## config.mk

```make
export PLATFORM = sky130hd
export DESIGN_NAME = k2_prog_loader
export DESIGN_NICKNAME = d
export VERILOG_FILES = /design/src/rtl/k2_prog_loader.sv
export SDC_FILE = /design/constraint.sdc
export NUM_CORES = 1
export LEC_CHECK = 0
export CAP_MARGIN = 15
export CORE_MARGIN = 8
export CORE_UTILIZATION = 25
export CTS_CLUSTER_SIZE = 40
export DETAILED_ROUTE_END_ITERATION = 10
export GPL_ROUTABILITY_DRIVEN = 1
export HOLD_SLACK_MARGIN = 0.1
export PLACE_DENSITY = 0.5
export SLEW_MARGIN = 20
export SYNTH_ARGS = -nofsm -noshare
export SYNTH_HDL_FRONTEND = slang
export SYNTH_SLANG_ARGS = --single-unit
export TNS_END_PERCENT = 10
```

## constraint.sdc

```tcl
create_clock -name clk -period 5.2 [get_ports clk]
set_input_delay 1.04 -clock clk [delete_from_list [all_inputs] [get_ports clk]]
set_output_delay 1.04 -clock clk [all_outputs]
set_load 0.05 [all_outputs]
```

## src/rtl/k2_prog_loader.sv

```systemverilog
// Writable 16x8 instruction store for the K2 CPU, loaded from a framed byte
// stream (SYNC, LEN, data..., CSUM) while the CPU is held in reset.
module k2_prog_loader #(
  parameter int          DEPTH = 16,
  parameter logic [7:0]  SYNC  = 8'hA5
) (
  input  logic       clk,
  input  logic       reset,
  input  logic [7:0] in_data,
  input  logic       in_valid,
  output logic       in_ready,
  input  logic [3:0] address,
  output logic [7:0] instruction,
  output logic       cpu_hold,
  output logic       load_done,
  output logic       load_err,
  output logic [4:0] loaded_len
);

  typedef enum logic [2:0] {
    S_IDLE,
    S_LEN,
    S_DATA,
    S_CSUM,
    S_DONE,
    S_ERR
  } state_t;

  localparam logic [7:0] DEPTH_B = 8'(DEPTH);

  state_t     state;
  logic [7:0] mem [DEPTH];
  logic [4:0] count;
  logic [4:0] len;
  logic [7:0] sum;
  logic       accept;

  // Gated by reset so the host sees no ready while the loader is held.
  assign in_ready    = reset && (state != S_DONE) && (state != S_ERR);
  assign accept      = in_valid && in_ready;
  assign instruction = mem[address];

  always_ff @(posedge clk or negedge reset) begin
    if (!reset) begin
      state      <= S_IDLE;
      for (int i = 0; i < DEPTH; i++) mem[i] <= 8'h00;
      count      <= 5'd0;
      len        <= 5'd0;
      sum        <= 8'h00;
      cpu_hold   <= 1'b1;
      load_done  <= 1'b0;
      load_err   <= 1'b0;
      loaded_len <= 5'd0;
    end else begin
      load_done <= 1'b0;
      case (state)
        S_IDLE: begin
          if (accept && in_data == SYNC) begin
            state    <= S_LEN;
            cpu_hold <= 1'b1;
            load_err <= 1'b0;
            count    <= 5'd0;
            sum      <= 8'h00;
          end
        end
        S_LEN: begin
          if (accept) begin
            if (in_data != 8'h00 && in_data <= DEPTH_B) begin
              len   <= in_data[4:0];
              state <= S_DATA;
            end else begin
              state    <= S_ERR;
              load_err <= 1'b1;
            end
          end
        end
        S_DATA: begin
          // SYNC bytes here are plain data; the frame length alone ends this phase.
          if (accept) begin
            mem[count[3:0]] <= in_data;
            count           <= count + 5'd1;
            sum             <= sum + in_data;
            if (count == len - 5'd1) state <= S_CSUM;
          end
        end
        S_CSUM: begin
          if (accept) begin
            if (in_data == sum) begin
              state      <= S_DONE;
              load_done  <= 1'b1;
              loaded_len <= len;
              cpu_hold   <= 1'b0;
            end else begin
              state    <= S_ERR;
              load_err <= 1'b1;
            end
          end
        end
        S_DONE:  state <= S_IDLE;
        S_ERR:   state <= S_IDLE;
        default: state <= S_IDLE;
      endcase
    end
  end

endmodule
```

==> results of run 1 <==
==> kinds of logic (layout without fill, tap and decap cells) <==
family | count (synthesis) | count (layout) | synth area share
buffers and inverters | 43 | 78 | 0.0271
adders and majority gates | 13 | 13 | 0.0226
muxes | 177 | 177 | 0.324
xor gates and xnor gates | 14 | 14 | 0.0163
and+or+nand+nor | 75 | 75 | 0.0561
other | 0 | 1 | 0
DFF | 157 | 157 | 0.522
AOI/OAI and AO/OA | 38 | 38 | 0.0319
==> power breakdown <==
| part | leakage, uW | internal (uW) | switching (uW) | total [uW] |
|---|---|---|---|---|
| logic | 0.00158 | 57.6 | 106 | 164 |
| registers | 0.00218 | 1230 | 11.4 | 1250 |
| clock network | 0.000304 | 779 | 522 | 1300 |
| total | 0.00407 | 2070 | 640 | 2710 |
==> final cells by class <==
class	count	area (sq um)
Inverter	10	37.5
Multi-Input combinational cell	317	3400
Clock buffer	18	439
Timing Repair Buffer	36	337
Tap cell	390	488
Clock inverter	14	180
Antenna cell	1	2.50
Fill cell	2949	20800
Sequential cell	157	3930
==> state kept, by name, indices dropped and copies added (netlist names) <==
signal,count
sum,8
load_done,1
load_err,1
cpu_hold,1
loaded_len,5
mem,128
count,5
len,5
state,3
==> per-stage QoR <==
step	area [sq um]	power (uW)	setup slack, ns	std cells
6_report	8810	2710	1.09	943
5_1_grt	8810	2820	1.03	942
4_1_cts	8810	2750	1.07	942
3_5_place_dp	8190	1440	1.07	910
3_3_place_gp	8190	1430	1.10	910
2_1_floorplan	7530	1360	1.45	517
==> critical path: stages <==
cell             delay, ns
clkdlybuf4s50_1       0.45
buf_4                 0.42
mux4_2                0.39
mux4_2                0.53
buf_4                 0.22
==> worst min-delay path by stage <==
stage,end,slack [ns],cells past startpoint
2_1_floorplan,sum[2],0.45,2
3_3_place_gp,cpu_hold,0.45,2
3_5_place_dp,cpu_hold,0.45,2
4_1_cts,cpu_hold,0.46,2
5_1_grt,cpu_hold,0.47,2
6_report,cpu_hold,0.46,2
==> per-layer routing <==
layer | vias up | wire length, microns | part of all wire | GRT usage
met2 | 81 | 9770 | 0.52 | 0.187
met3 | 38 | 735 | 0.039 | 0.0247
met1 | 2342 | 7620 | 0.41 | 0.125
met4 | 2 | 653 | 0.035 | 0.0562
met5 | - | 13 | 0.00069 | 0
li1 | 1962 | - | - | -
==> placed cells by master, fill, tap and decap left out, drive strengths merged, types with 2 or more instances in the layout <==
cell type      instances
nand3                 20
nand2                 21
nor2b                  2
nor4                   3
dfrtp                156
buf                   15
mux2                 136
o21bai                 2
inv                   16
nor2                  10
xnor2                 10
nand4                  4
ha                    12
mux4                  40
bufinv                 3
clkinv                 4
a22o                   2
clkbuf                18
xor2                   4
nor3                   6
nand3b                 3
o21a                   2
clkdlybuf4s50         21
o31ai                  3
o21ai                 12
a21oi                 10
nand2b                 2
==> results.txt, run 1 <==
Number of max-cap violations -> 0
Dpl hpwl -> 12.3 mm
Count leader, synth -> dfrtp_1
IO buf count -> 31
CTS Buffer Depth -> 2
RSZ-0062 raised after global routing -> no
Fmax -> 0.243 GHz
Critical path arrival -> 3.07 ns
Post-Syn Instances -> 517
H-tree Lvls -> 4
Worst Path Class, Setup -> in -> out
Area grow syn2layout -> 17.0%
Synth top area share -> 0.518
HP Class -> reg -> reg
Synth cell types -> 48
Power density over the cells -> 308 nW/um^2
Final Core Density -> 0.297
HP Start -> cpu_hold
Max Transition Viols Final -> 0
Ratio of cells with drive above 1 in the final layout -> 0.429
Core area -> 29600 sq um
Vias in the first global route -> 4779
Via density -> 4.69
First-pass GRT wire length -> 29.4 mm
Seq/Total Area, Yosys -> 0.522
CTS clock-pin slew for the worst setup and hold paths -> 0.06 ns
Max IR drop VDD -> 0.222 mV
Final Hold Vio Count -> 0
Clk_skew -> 0.00757 ns
Min Clock Period, post-route -> 4.11 ns
R2R setup slack -> 2.29 ns
Largest net degree at the start of global routing -> 76
Leak pwr -> 0.00407 uW
Initial DRT Pass Iterations -> 4
Setup TNS -> 0 ns
# clock sinks -> 157
Num ports -> 32
Critical Path Start Type -> primary input
Synth Area per Inst -> 14.6 sq um
Worst hold slack -> 0.456 ns
Critical R2R Launch -> state[0]
Async SR Flop Fraction -> 1.00
Setup bufs post-CTS -> 0
Mapped cell area -> 7530 sq um
Routability cong. -> 0.727
YS warnings -> 0
Reg-to-reg endpoint -> mem[29]
Worst Path Required -> 4.16 ns
Status -> finished, final reports clean
Initial DRC count -> 238
Start point of the critical path -> address[1]
Row count -> 63
Routed vias -> 4425
CTS tree -> built
Die Wd -> 190 microns
Setup crit end kind -> output pin
Root buf cell -> clkbuf_16
Die area -> 35900 sq um
Grt ovf -> 0
Skew-Pair Late Insertion Delay -> 0.42 ns
Number of remaining DRC errors -> 0
Area leader, netlist -> dfrtp_1
Top FF cell, synth -> dfrtp_1
DR WL/cell -> 19.9 microns
Worst Reg-to-Reg Cells -> 5
Total wire length -> 18.8 mm
Nets -> 567
Slew of the pin with the lowest slew margin -> 0.957 ns
Post-CTS resize count -> 0
Die height -> 190 microns
GRT Util Overall -> 0.109
Tcrit/Tclk final -> 0.790
Yosys reg bits -> 157
Starting Density -> 0.254
TritonCTS buffer count -> 17
Antenna violations before repair -> 1
Hold_buf cts -> 0
CP endpoint -> instruction[4]
Max_slew headroom -> 0.362
EDFF count, synth -> 0
Top post-synthesis cells by count -> 156 x dfrtp_1, 136 x mux2_2, 40 x mux4_2
Worst-path fanout max -> 32
Post-route ant nets -> 0
Synthesized net count -> 545
Setup violators final -> 0
Leading post-synthesis cells by cell area -> dfrtp_1 52%, mux2_2 20%, mux4_2 12%
Note: power is estimated with default switching activity, not from simulation.
==> run 2, diff against run 1 <==
==> constraint.sdc (replaced) <==
create_clock -name clk -period 3.8 [get_ports clk]
set_input_delay 0.76 -clock clk [delete_from_list [all_inputs] [get_ports clk]]
set_output_delay 0.76 -clock clk [all_outputs]
set_load 0.05 [all_outputs]
==> results.txt, run 2 (synthesized netlist as in run 1, its figures left out) <==
Leak pwr -> 0.00412 uW (+1.2%)
Max IR drop VDD -> 0.310 mV (+39%)
Power density over the cells -> 396 nW/um^2 (+29%)
Ratio of cells with drive above 1 in the final layout -> 0.447 (+0.0172)
Most common cell after layout, fill and taps aside -> dfrtp_1
Number of max-cap violations -> 0 (unchanged)
Initial DRT Pass Iterations -> 4 (unchanged)
Dpl hpwl -> 12.4 mm (+1.1%)
Worst Path Class, Setup -> in -> out
First-pass GRT wire length -> 29.6 mm (+0.82%)
Worst Reg-to-Reg Cells -> 5 (unchanged)
Num ports -> 32 (unchanged)
Max reg flops -> 128 (unchanged)
Row count -> 63 (unchanged)
Status -> finished, final reports clean
# clock sinks -> 157 (unchanged)
Tcrit/Tclk final -> 0.884
R2R setup slack -> 1.45 ns (-0.84 ns)
Worst-path fanout max -> 32 (unchanged)
Critical R2R Launch -> state[2]
Core area -> 29600 sq um (unchanged)
Register area -> 3930 sq um (unchanged)
Min Clock Period, post-route -> 3.36 ns
Critical Path Start Type -> primary input
GRT Util Overall -> 0.109 (+0.000349)
Most frequent cells in the layout -> 156 x dfrtp_1, 136 x mux2_2, 40 x mux4_2
Hold_buf cts -> 0 (unchanged)
Reg-to-reg endpoint -> mem[79]
Root buf cell -> clkbuf_16
Die height -> 190 microns (unchanged)
Initial DRC count -> 276 (+16%)
TritonCTS buffer count -> 17 (unchanged)
Routed vias -> 4440 (+0.34%)
Setup crit end kind -> output pin
Number of remaining DRC errors -> 0 (unchanged)
Setup TNS -> 0 ns (unchanged)
Largest net degree at the start of global routing -> 81 (+6.6%)
Final Hold Vio Count -> 0 (unchanged)
Die area -> 35900 sq um (unchanged)
Max_slew headroom -> 0.465 (+0.103)
Clk_skew -> 0.0122 ns (+0.00459 ns)
H-tree Lvls -> 4 (unchanged)
Fmax -> 0.298 GHz
Critical path arrival -> 2.60 ns (-0.47 ns)
Starting Density -> 0.254 (unchanged)
Area grow syn2layout -> 18.2%
Nets -> 586 (+3.4%)
Vias in the first global route -> 4903 (+2.6%)
DR WL/cell -> 19.4 microns (-2.6%)
Grt ovf -> 0 (unchanged)
Slew of the pin with the lowest slew margin -> 0.803 ns (-0.154 ns)
Die Wd -> 190 microns (unchanged)
CTS Buffer Depth -> 2 (unchanged)
Final Core Density -> 0.300 (+0.00296)
Post-route ant nets -> 0 (unchanged)
Post-CTS resize count -> 0 (unchanged)
Setup violators final -> 0 (unchanged)
Worst Path Required -> 3.04 ns (-1.12 ns)
CTS tree -> built
HP Class -> in -> async
Setup bufs post-CTS -> 0 (unchanged)
Top flop regs -> mem (128), sum (8)
RSZ-0062 raised after global routing -> no
Multi-input gate area -> 3400 sq um (unchanged)
Skew-Pair Late Insertion Delay -> 0.43 ns (about the same)
Via density -> 4.62 (-1.6%)
Antenna violations before repair -> 0 (-1)
CTS clock-pin slew for the worst setup and hold paths -> 0.06 ns (about the same)
Fill cell count -> 2959 (+0.34%)
Most flops, register -> mem
Max Transition Viols Final -> 0 (unchanged)
IO buf count -> 31 (unchanged)
Routability cong. -> 0.718 (-1.3%)
Total wire length -> 18.7 mm (-0.60%)
-- run 2: per-layer routing --
layer,vias to the layer above,share of wire,GRT usage
li1,1995,-,-
met1,2356,0.41,0.125
met2,66,0.54,0.195
met3,23,0.030,0.0229
met4,0,0.021,0.0448
met5,-,0,0
-- run 2: critical path, stage by stage --
cell             delay, ns
clkdlybuf4s50_1       0.51
buf_12                0.23
mux4_2                0.33
mux4_2                0.53
buf_4                 0.22
-- run 2: stage by stage --
stage | instance area, sq um | power (uW) | hold WS (ns) | cells | setup WS [ns]
5_1_grt | 8900 | 3670 | 0.164 | 961 | 0.381
6_report | 8900 | 3530 | 0.172 | 962 | 0.439
2_1_floorplan | 7530 | 1870 | 0.451 | 517 | 0.608
3_5_place_dp | 8350 | 1970 | 0.448 | 929 | 0.412
3_3_place_gp | 8350 | 1960 | 0.450 | 929 | 0.433
4_1_cts | 8890 | 3580 | 0.152 | 961 | 0.411
-- run 2: worst max path at each step --
stage                                end       start  slack, ns
after floorplan           instruction[0]  address[0]       0.61
after global placement    instruction[4]  address[1]       0.43
after detailed placement  instruction[3]  address[1]       0.41
after CTS                 instruction[3]  address[1]       0.41
after global routing      instruction[3]  address[1]       0.38
final                     instruction[3]  address[1]       0.44
-- run 2: cell type report --
class                   instances  area share
diodes                          1    0.000281
clock buffers                  19      0.0498
clock inverters                13      0.0118
inverters                      10     0.00422
multi-input cells             317       0.382
flip-flops and latches        157       0.442
well taps                     390      0.0548
repair buffers                 55      0.0557
-- run 2: power breakdown --
part,switching (uW),leakage [uW],internal [uW],total (uW)
logic,145,0.00167,87.1,232
clock network,724,0.000263,867,1590
registers,15.8,0.00218,1690,1700
==> run 3, diff against run 2 <==
--- a/config.mk
+++ b/config.mk
@@ -10,9 +10,10 @@
 export CORE_UTILIZATION = 25
 export CTS_CLUSTER_SIZE = 40
 export DETAILED_ROUTE_END_ITERATION = 10
+export DONT_BUFFER_PORTS = 1
 export GPL_ROUTABILITY_DRIVEN = 1
 export HOLD_SLACK_MARGIN = 0.1
-export PLACE_DENSITY = 0.5
+export PLACE_DENSITY = 0.48
 export SLEW_MARGIN = 20
 export SYNTH_ARGS = -nofsm -noshare
 export SYNTH_HDL_FRONTEND = slang
==> results.txt, run 3 (synthesized netlist as in run 1, its figures left out) <==
Status -> finished, final reports clean
Cell breakdown of the critical path -> mux4_2, mux4_2
Most frequent cells in the layout -> 156 x dfrtp_1, 136 x mux2_2, 40 x mux4_2
First-pass GRT wire length -> 27.7 mm (-6.7%)
Most common cell after layout, fill and taps aside -> dfrtp_1
Reg-to-reg endpoint -> mem[59]
Core area -> 29600 sq um (unchanged)
Nets -> 536 (-8.5%)
Max_slew headroom -> 0.515 (+0.0497)
Min Clock Period, post-route -> 2.71 ns (-0.653 ns)
Initial DRT Pass Iterations -> 4 (unchanged)
Slew of the pin with the lowest slew margin -> 0.726 ns (-0.0765 ns)
Tcrit/Tclk final -> 0.713 (-0.172)
Root buf cell -> clkbuf_16
Leak pwr -> 0.00393 uW (-4.6%)
Buffers & Inverters on Critical Path -> 0 (-3)
Number of remaining DRC errors -> 0 (unchanged)
Slowest cell on crit path -> mux4_2
Crit-path most repeated cell -> mux4_2
TritonCTS buffer count -> 17 (unchanged)
Worst Path Class, Setup -> reg -> out
Critical Path Start Type -> flip-flop
Via density -> 4.63 (+0.22%)
Combinational group share of total power -> 0.028 (-0.038)
Critical R2R Launch -> state[0]
Switching share of power -> 0.219 (-0.0318)
Fmax -> 0.369 GHz (+24%)
Top flop regs -> mem (128), sum (8)
Max Transition Viols Final -> 0 (unchanged)
Setup crit end kind -> output pin
N_diodes -> 0 (-1)
GRT Util Overall -> 0.102 (-0.00684)
Max reg flops -> 128 (unchanged)
RSZ-0062 raised after global routing -> no
H-tree Lvls -> 4 (unchanged)
Dpl hpwl -> 11.3 mm (-9.2%)
Die Wd -> 190 microns (unchanged)
P_sw -> 789 uW (-11%)
CTS clock-pin slew for the worst setup and hold paths -> 0.07 ns (about the same)
IO buf count -> 0 (-100%)
Number of max-cap violations -> 0 (unchanged)
Max IR drop VDD -> 0.266 mV (-14%)
Critical path arrival -> 1.95 ns (-0.65 ns)
DR WL/cell -> 19.3 microns (-0.63%)
Final Hold Vio Count -> 0 (unchanged)
R2R setup slack -> 1.23 ns (-0.22 ns)
Total wire length -> 17.6 mm (-5.9%)
Die area -> 35900 sq um (unchanged)
Routability cong. -> 0.758 (+5.6%)
Row count -> 63 (unchanged)
Internal Power -> 2810 uW (+6.4%)
Clock share of power -> 0.496 (+0.045)
Worst Path Required -> 3.04 ns (about the same)
CTS Buffer Depth -> 2 (unchanged)
CTS tree -> built
Routed vias -> 4214 (-5.1%)
HP Class -> in -> async
Grt ovf -> 0 (unchanged)
Reg power frac -> 0.477 (-0.006)
Post-CTS resize count -> 0 (unchanged)
Area grow syn2layout -> 13.0%
Cell family contributing the most delay on the critical path -> multiplexers
Most flops, register -> mem
Die height -> 190 microns (unchanged)
Initial DRC count -> 215 (-22%)
Power density over the cells -> 423 nW/um^2 (+6.7%)
Post-route ant nets -> 0 (unchanged)
Setup bufs post-CTS -> 0 (unchanged)
Ratio of cells with drive above 1 in the final layout -> 0.436 (-0.0109)
Slowest stage delay, CP -> 0.65 ns (+0.12 ns)
Starting Density -> 0.254 (unchanged)
Vias in the first global route -> 4420 (-9.9%)
Skew-Pair Late Insertion Delay -> 0.42 ns (about the same)
# clock sinks -> 157 (unchanged)
Antenna violations before repair -> 0 (unchanged)
Setup violators final -> 0 (unchanged)
Worst Reg-to-Reg Cells -> 5 (unchanged)
Num ports -> 32 (unchanged)
Total Power -> 3600 uW (+2.1%)
Setup TNS -> 0 ns (unchanged)
Largest net degree at the start of global routing -> 160 (+98%)
Clk_skew -> 0.0111 ns (-0.00106 ns)
Worst-path fanout max -> 2 (-94%)
## run 3: metal layers
layer / vias up / part of all wire / GRT usage
met4: 0 / 0.018 / 0.0364
met3: 21 / 0.033 / 0.0227
met1: 2226 / 0.40 / 0.116
met2: 58 / 0.54 / 0.186
li1: 1909 / - / -
met5: - / 0 / 0
## run 3: metrics by stage
step                      std cells   util  setup WS [ns]  area [sq um]  hold WS [ns]
after CTS                       911  0.287           1.06          8510       0.00912
after floorplan                 517      -          0.608          7530         0.451
final                           911  0.287           1.09          8510        0.0407
after detailed placement        879  0.266           1.11          7890         0.471
after global placement          879  0.266           1.12          7890         0.466
after global routing            911  0.287           1.03          8510       0.00565
## run 3: worst max path at each step
stage,from,to,slack [ns],depth (start not counted)
after floorplan,address[0],instruction[0],0.61,4
after global placement,address[0],instruction[4],1.12,2
after detailed placement,address[0],instruction[3],1.11,2
after CTS,mem[32],instruction[0],1.06,2
after global routing,mem[32],instruction[0],1.03,2
final,mem[32],instruction[0],1.09,2
## run 3: power groups by stage
stage | sequential (uW) | combinational, uW | clock (uW)
global route | 1720 | 110 | 1920
floorplan | 1740 | 124 | 0
detailed placement | 1750 | 100 | 0
global placement | 1750 | 97.9 | 0
finish | 1720 | 100 | 1780
CTS | 1720 | 101 | 1840
## run 3: area by class of cell
type	count	area [sq um]
fill	3006	21100
clock inverter	14	181
inverter	10	37.5
tap	390	488
sequential	157	3930
timing repair buffer	5	37.5
clock buffer	18	439
multi-input combinational	317	3400
